<file path="src/rtl/patternbuf_shadow_pkg.sv">
// rtl/patternbuf_shadow_pkg.sv - shared sizing helper for the pattern buffer
package patternbuf_shadow_pkg;

    function automatic int frame_bits(input int width, input int size);
        return width * size;
    endfunction

endpackage

</file>
<file path="src/rtl/patternbuf_shadow_if.sv">
// rtl/patternbuf_shadow_if.sv - serial load, commit and field read signals of the pattern buffer
interface patternbuf_shadow_if
    import patternbuf_shadow_pkg::*;
#(
    parameter int BUF_WIDTH = 8,
    parameter int BUF_SIZE  = 32,
    parameter int PTR_W     = $clog2(BUF_SIZE),
    parameter int CNT_W     = $clog2(frame_bits(BUF_WIDTH, BUF_SIZE) + 1)
);
    logic                 ssel;
    logic                 sin;
    logic                 sout;
    logic                 commit;
    logic [PTR_W-1:0]     fieldp;
    logic [BUF_WIDTH-1:0] field_byte;
    logic                 frame_full;
    logic                 active_valid;
    logic                 overflow;
    logic                 commit_err;
    logic [CNT_W-1:0]     bit_count;

    modport master (
        output ssel, sin, commit, fieldp,
        input  sout, field_byte, frame_full, active_valid, overflow, commit_err, bit_count
    );

    modport slave (
        input  ssel, sin, commit, fieldp,
        output sout, field_byte, frame_full, active_valid, overflow, commit_err, bit_count
    );

endinterface

</file>
<file path="src/rtl/patternbuf_rdmux.sv">
// rtl/patternbuf_rdmux.sv - combinational one-hot read mux over the flattened active bank
module patternbuf_rdmux #(
    parameter int BUF_WIDTH = 8,
    parameter int BUF_SIZE  = 32,
    parameter int PTR_W     = $clog2(BUF_SIZE)
) (
    input  logic [BUF_WIDTH*BUF_SIZE-1:0] data,
    input  logic [PTR_W-1:0]              sel,
    output logic [BUF_WIDTH-1:0]          q
);

    // No entry matches an out-of-range pointer, so the OR reduction yields zero.
    always_comb begin
        q = '0;
        for (int i = 0; i < BUF_SIZE; i++) begin
            q = q | ({BUF_WIDTH{sel == PTR_W'(i)}} & data[i*BUF_WIDTH +: BUF_WIDTH]);
        end
    end

endmodule

</file>
<file path="src/rtl/patternbuf_shadow.sv">
// rtl/patternbuf_shadow.sv - shadow shift chain with validated commit into a registered-read active bank
module patternbuf_shadow
    import patternbuf_shadow_pkg::*;
#(
    parameter int BUF_WIDTH = 8,
    parameter int BUF_SIZE  = 32,
    parameter int PTR_W     = $clog2(BUF_SIZE),
    parameter int CNT_W     = $clog2(frame_bits(BUF_WIDTH, BUF_SIZE) + 1)
) (
    input  logic               sclk,
    input  logic               rstn,
    patternbuf_shadow_if.slave bus
);

    localparam int               FRAME     = frame_bits(BUF_WIDTH, BUF_SIZE);
    localparam logic [CNT_W-1:0] FRAME_CNT = CNT_W'(FRAME);

    logic [BUF_WIDTH-1:0] shadow [BUF_SIZE];
    logic [BUF_WIDTH-1:0] active [BUF_SIZE];
    logic [FRAME-1:0]     active_flat;
    logic [CNT_W-1:0]     cnt;
    logic [CNT_W-1:0]     cnt_next;
    logic                 full;
    logic                 do_commit;
    logic [BUF_WIDTH-1:0] rd_data;
    logic [BUF_WIDTH-1:0] field_q;
    logic                 valid_q;
    logic                 ovf_q;
    logic                 cerr_q;

    assign full      = (cnt == FRAME_CNT);
    assign do_commit = bus.commit & full;

    // A commit restarts the frame; a shift on the same edge is its first bit.
    always_comb begin
        cnt_next = cnt;
        if (do_commit) begin
            cnt_next = bus.ssel ? CNT_W'(1) : '0;
        end else if (bus.ssel && !full) begin
            cnt_next = cnt + CNT_W'(1);
        end
    end

    always_ff @(posedge sclk or negedge rstn) begin
        if (!rstn) begin
            for (int i = 0; i < BUF_SIZE; i++) begin
                shadow[i] <= '0;
            end
        end else if (bus.ssel) begin
            shadow[0] <= {shadow[0][BUF_WIDTH-2:0], bus.sin};
            for (int i = 1; i < BUF_SIZE; i++) begin
                shadow[i] <= {shadow[i][BUF_WIDTH-2:0], shadow[i-1][BUF_WIDTH-1]};
            end
        end
    end

    always_ff @(posedge sclk or negedge rstn) begin
        if (!rstn) begin
            for (int i = 0; i < BUF_SIZE; i++) begin
                active[i] <= '0;
            end
        end else if (do_commit) begin
            for (int i = 0; i < BUF_SIZE; i++) begin
                active[i] <= shadow[i];
            end
        end
    end

    always_ff @(posedge sclk or negedge rstn) begin
        if (!rstn) begin
            cnt     <= '0;
            valid_q <= 1'b0;
            ovf_q   <= 1'b0;
            cerr_q  <= 1'b0;
        end else begin
            cnt     <= cnt_next;
            valid_q <= valid_q | do_commit;
            ovf_q   <= ovf_q | (bus.ssel & full);
            cerr_q  <= cerr_q | (bus.commit & ~full);
        end
    end

    always_comb begin
        active_flat = '0;
        for (int i = 0; i < BUF_SIZE; i++) begin
            active_flat[i*BUF_WIDTH +: BUF_WIDTH] = active[i];
        end
    end

    patternbuf_rdmux #(
        .BUF_WIDTH (BUF_WIDTH),
        .BUF_SIZE  (BUF_SIZE),
        .PTR_W     (PTR_W)
    ) u_rdmux (
        .data (active_flat),
        .sel  (bus.fieldp),
        .q    (rd_data)
    );

    // Reads the pre-commit bank when a commit lands on the same edge.
    always_ff @(posedge sclk or negedge rstn) begin
        if (!rstn) begin
            field_q <= '0;
        end else begin
            field_q <= rd_data;
        end
    end

    assign bus.sout         = shadow[BUF_SIZE-1][BUF_WIDTH-1];
    assign bus.field_byte   = field_q;
    assign bus.frame_full   = full;
    assign bus.active_valid = valid_q;
    assign bus.overflow     = ovf_q;
    assign bus.commit_err   = cerr_q;
    assign bus.bit_count    = cnt;

endmodule

</file>
<file path="src/flat_wrapper.sv">
// flat-port wrapper written by rule: the top's interface ports become plain ports
module patternbuf_shadow_flat import patternbuf_shadow_pkg::*;
#(
    parameter int BUF_WIDTH = 8,
    parameter int BUF_SIZE  = 32,
    parameter int PTR_W     = $clog2(BUF_SIZE),
    parameter int CNT_W     = $clog2(frame_bits(BUF_WIDTH, BUF_SIZE) + 1)
)
  (sclk, rstn, bus_ssel, bus_sin, bus_commit, bus_fieldp, bus_sout, bus_field_byte, bus_frame_full, bus_active_valid, bus_overflow, bus_commit_err, bus_bit_count);
  patternbuf_shadow_if #(.BUF_WIDTH(BUF_WIDTH), .BUF_SIZE(BUF_SIZE), .PTR_W(PTR_W), .CNT_W(CNT_W)) bus_i ();
  input  logic sclk;
  input  logic rstn;
  input wire logic [$bits(bus_i.ssel)-1:0] bus_ssel;
  input wire logic [$bits(bus_i.sin)-1:0] bus_sin;
  input wire logic [$bits(bus_i.commit)-1:0] bus_commit;
  input wire logic [$bits(bus_i.fieldp)-1:0] bus_fieldp;
  output wire logic [$bits(bus_i.sout)-1:0] bus_sout;
  output wire logic [$bits(bus_i.field_byte)-1:0] bus_field_byte;
  output wire logic [$bits(bus_i.frame_full)-1:0] bus_frame_full;
  output wire logic [$bits(bus_i.active_valid)-1:0] bus_active_valid;
  output wire logic [$bits(bus_i.overflow)-1:0] bus_overflow;
  output wire logic [$bits(bus_i.commit_err)-1:0] bus_commit_err;
  output wire logic [$bits(bus_i.bit_count)-1:0] bus_bit_count;
  assign bus_i.ssel = bus_ssel;
  assign bus_i.sin = bus_sin;
  assign bus_i.commit = bus_commit;
  assign bus_i.fieldp = bus_fieldp;
  assign bus_sout = bus_i.sout;
  assign bus_field_byte = bus_i.field_byte;
  assign bus_frame_full = bus_i.frame_full;
  assign bus_active_valid = bus_i.active_valid;
  assign bus_overflow = bus_i.overflow;
  assign bus_commit_err = bus_i.commit_err;
  assign bus_bit_count = bus_i.bit_count;
  patternbuf_shadow #(.BUF_WIDTH(BUF_WIDTH), .BUF_SIZE(BUF_SIZE), .PTR_W(PTR_W), .CNT_W(CNT_W)) u_core (.sclk(sclk), .rstn(rstn), .bus(bus_i));
endmodule
</file>
<file path="config.mk">
export PLATFORM = sky130hd
export DESIGN_NAME = patternbuf_shadow_flat
export DESIGN_NICKNAME = d
export VERILOG_FILES = /design/src/rtl/patternbuf_shadow_pkg.sv /design/src/rtl/patternbuf_shadow_if.sv /design/src/rtl/patternbuf_rdmux.sv /design/src/rtl/patternbuf_shadow.sv /design/src/flat_wrapper.sv
export SDC_FILE = /design/constraint.sdc
export NUM_CORES = 1
export LEC_CHECK = 0
export BUFFER_PORTS_ARGS = -buffer_cell sky130_fd_sc_hd__buf_2
export CORE_MARGIN = 3
export CORE_UTILIZATION = 55
export CTS_CLUSTER_DIAMETER = 40
export DETAILED_ROUTE_END_ITERATION = 8
export PLACE_DENSITY_LB_ADDON = 0.08
export REMOVE_ABC_BUFFERS = 1
export SYNTH_ARGS = -nofsm -noshare
export SYNTH_HDL_FRONTEND = slang
export SYNTH_HIERARCHICAL = 1
export SYNTH_SLANG_ARGS = --single-unit
</file>
<file path="constraint.sdc">
create_clock -name sclk -period 2 [get_ports sclk]
set_input_delay 0.4 -clock sclk [delete_from_list [all_inputs] [get_ports sclk]]
set_output_delay 0.4 -clock sclk [all_outputs]
set_load 0.05 [all_outputs]
</file>
==> results.json <==
{
  "critical-path-top-delay-family": "simple AND/OR/NAND/NOR gates",
  "syn_to_final_growth_pct": 21.6,
  "synth_top_area_share_pct": 60.8,
  "std_cell_rows": 72,
  "routedWlPerCell_um": 23.7,
  "worst-endpoint-arrival_ns": 1.85,
  "final_cell_count_no_fill": 2204,
  "nNetsFinal": 1647,
  "first_pass_grt_wire_length_um": 80000,
  "worst_setup_end_kind": "primary output",
  "cell_count_after_synthesis": 1459,
  "gpl.final_weighted_congestion": 0.922,
  "ir_drop_mv": 0.638,
  "regArea_um2": 13300,
  "maxSlewHeadroom_pct": 25.0,
  "antenna_left": 0,
  "swShare_pct": 23.2,
  "clkTransAtPathRegs_ns": 0.05,
  "synth-compound-area-share_pct": 3.73,
  "total_i_o_pin_count": 32,
  "n_antenna_cell": 0,
  "drt-initial-drc-count": 967,
  "routed-wl-met2_um": 24400,
  "async_flop_share_pct": 100,
  "share_of_post_route_cells_with_drive_strength_above_1_pct": 46.1,
  "pwr-share-clk_pct": 49.2,
  "switchingPower_mw": 5.91,
  "grt_start_max_net_pins": 85,
  "synth_enable_flop_cells": 0,
  "post-place-cells": 2054,
  "timing.critical_path.slowest_cell_delay_ns": 0.40,
  "detail_route.wirelength_um": 52200,
  "rsz_0062_raised_after_global_routing": "true",
  "grt_pass1_vias": 13300,
  "hold_slack_ns": 0.0851,
  "crit_chain": "nor4b_4, buf_4, and2_4, buf_8",
  "final-setup-viol-count": 127,
  "internal_power_mw": 19.6,
  "grt_remaining_overflow": 0,
  "final_period_minus_worst_setup_slack_ns": 2.25,
  "critPathLaunchType": "register",
  "share_of_the_yosys_chip_area_belonging_to_registers_pct": 60.8,
  "floorplan.die.height_um": 206,
  "first_pass_iters": 5,
  "synth_top_family_by_area": "multiplexers",
  "min_path_type": "in2reg",
  "post_synthesis_share_of_cell_area_spent_on_xor_and_xnor_gates_pct": 0.200,
  "utilization_pct": 68.2,
  "dr_wl_met3_um": 2570,
  "multi_input_area_um2": 8140,
  "wl_met1_um": 24300,
  "clock_latency_ns": 0.57,
  "drc_errors": 0,
  "whs_path_depth": 2,
  "cp_num_buf_inv": 2,
  "power_frac_comb_pct": 6.4,
  "cts-root-to-sink-buffers": 3,
  "cellPowerDensity_nw_per_um2": 958,
  "synth-simple-area-share_pct": 4.14,
  "clock.fmax_mhz": 444,
  "final-hold-violation-count": 0,
  "worst-path-stages": 4,
  "timing.final.ws_setup_ns": -0.252,
  "fill_cells": 2734,
  "setup.worst_path.class": "reg2out",
  "skew_ns": 0.0143,
  "synth_mux_area_share_pct": 28.9,
  "drv.max_cap_violation_count": 0,
  "clock_sinks": 532,
  "worst_r2r_path_depth": 9,
  "cts_max_level": 3,
  "final_worst_path_cycle_share_pct": 113,
  "ys_seq_elements": 532,
  "tightest_slew_ns": 1.12,
  "post_synth_fa_ha_maj_area_fraction_pct": 0.114,
  "cp_slowest_cell": "dfrtp_1",
  "worstPathRequired_ns": 1.60,
  "die_w_um": 206,
  "register_share_of_total_power_pct": 44.5,
  "failed_checks": "setup timing",
  "outcome": "complete, but fails checks",
  "core_um2": 39000,
  "synth_warnings": 6,
  "tritoncts": "done",
  "critical_path.max_fanout": 6,
  "p_leak_nw": 13.5,
  "vias_per_std_cell": 5.85,
  "fin_setup_tns_ns": -2.96,
  "postSynthAreaPerCell_um2": 15.0,
  "io_buffer_count": 31,
  "design.die.area_um2": 42200,
  "floorplan.initialDensity_pct": 56.1,
  "antenna_violations_before_repair": 1,
  "slew_violations": 0,
  "netlist_area_um2": 21900,
  "master_cell_of_the_clock_root_buffer": "clkbuf_16",
  "post_dp_hpwl_um": 34800,
  "total_power_mw": 25.5,
  "cts_buffers": 68,
  "cell_accounting_for_the_most_synthesized_area": "dfrtp_1",
  "maxUsedRoutingLayer": "met4",
  "routed-via-count": 12900,
  "grt_usage_pct": 24.9,
  "yosysUniqueCellTypes": 59,
  "synth_flop_cell": "dfrtp_1",
  "yosys-top-cells-area": "dfrtp_1, mux2_2, mux2_1"
}
==> path summary, 6_finish.rpt <==
kind                                                      from                             endpoint  slack (ns)
setup / recovery           u_core/bus.bit_count[2]$_DFFE_PN0P_                       bus_frame_full       -0.25
hold / removal                                         bus_sin       u_core/shadow[248]$_DFFE_PN0P_        0.09
setup reg to reg           u_core/bus.bit_count[0]$_DFFE_PN0P_        u_core/active[89]$_DFFE_PN0P_       -0.05
hold reg to reg              u_core/bus.active_valid$_DFF_PN0_    u_core/bus.active_valid$_DFF_PN0_        0.46
max in group asynchronous                                 rstn       u_core/active[222]$_DFFE_PN0P_        0.92
min in group asynchronous                                 rstn  u_core/bus.bit_count[7]$_DFFE_PN0P_        0.31
==> metal layers <==
| metal | GRT usage [%] | up-vias |
|---|---|---|
| li1 | - | 5740 |
| met1 | 36.3 | 6813 |
| met2 | 38.6 | 274 |
| met3 | 4.79 | 69 |
| met4 | 7.10 | 0 |
| met5 | 0 | - |
==> power by group through the flow <==
stage	sequential (mW)	clock [mW]	combinational, mW
detailed placement	11.5	0	1.61
global placement	11.5	0	1.59
global route	11.4	13.3	1.76
floorplan	11.7	0	0.512
finish	11.3	12.5	1.62
CTS	11.3	12.8	1.63
==> state kept, by name, indices dropped and copies added (netlist names) <==
signal,count
u_core/active,256
u_core/shadow,255
u_core/bus.commit_err,1
u_core/bus.overflow,1
u_core/bus.active_valid,1
u_core/bus.field_byte,8
u_core/bus.sout,1
u_core/bus.bit_count,9
==> worst register-to-register path: cells and delay by family (launching register included) <==
kind	cells	cell delay [ns]
DFF	1	0.38
and+or+nand+nor	2	0.33
adders and majority gates	1	0.16
muxes	1	0.32
buffers and inverters	5	0.76
==> kinds of logic after synthesis <==
group	after synthesis
buffers and inverters	96
flip-flops	532
AO/OA/AOI/OAI	108
multiplexers	559
adder cells (fa/ha/maj)	2
XOR/XNOR	5
AND/OR/NAND/NOR	157
==> cell usage in the layout (no fill, tap or decap), types with 7 or more instances in the layout <==
| master | instances |
|---|---|
| buf_12 | 28 |
| a22oi_1 | 24 |
| mux2_1 | 70 |
| nor2_1 | 27 |
| o21ai_0 | 9 |
| nand3_1 | 34 |
| nand4_1 | 12 |
| mux4_2 | 7 |
| inv_6 | 10 |
| dfrtp_1 | 532 |
| bufinv_16 | 7 |
| a32oi_1 | 11 |
| a21oi_1 | 10 |
| mux2i_1 | 36 |
| buf_2 | 28 |
| mux2_2 | 446 |
| clkinv_2 | 7 |
| a22o_1 | 11 |
| clkbuf_16 | 82 |
| and3_1 | 14 |
| nand2_1 | 20 |
| buf_16 | 8 |
| o22ai_1 | 11 |
| a2111oi_0 | 8 |
| buf_4 | 116 |
==> synth_stat cells, types with 12 or more instances <==
cell type  number
buf_2          25
a22oi_1        24
mux2_1         70
mux2i_1        36
clkbuf_1       49
nor2_1         27
mux2_2        446
nand4_1        12
nand3_1        35
nand2_1        20
dfrtp_1       532
and3_1         15
==> layout make-up <==
class | instances | share of cell area (%)
clock buffer | 84 | 7.20
timing repair buffer | 197 | 8.03
multi-input combinational | 831 | 30.6
sequential | 532 | 50.0
clock inverter | 37 | 1.67
tap | 518 | 2.43
inverter | 5 | 0.0705
==> timing repair <==
action | 4_1_cts | 5_1_grt
gates cloned | 4 | 9
gates resized for setup | 10 | 6
buffers inserted | 3 | 12
pin swaps | 1 | 0
hold buffers | 1 | 0
endpoints found under the setup margin | 43 | 105
hold endpoints to repair | 30 | 0
==> through the flow <==
step / setup slack, ns / cell area (um2)
6_report: -0.252 / 26600
5_1_grt: -0.341 / 26600
4_1_cts: -0.358 / 26300
3_5_place_dp: -0.476 / 23700
3_3_place_gp: -0.483 / 23700
2_1_floorplan: -7.14 / 21500
(Power assumes the default switching activity.)
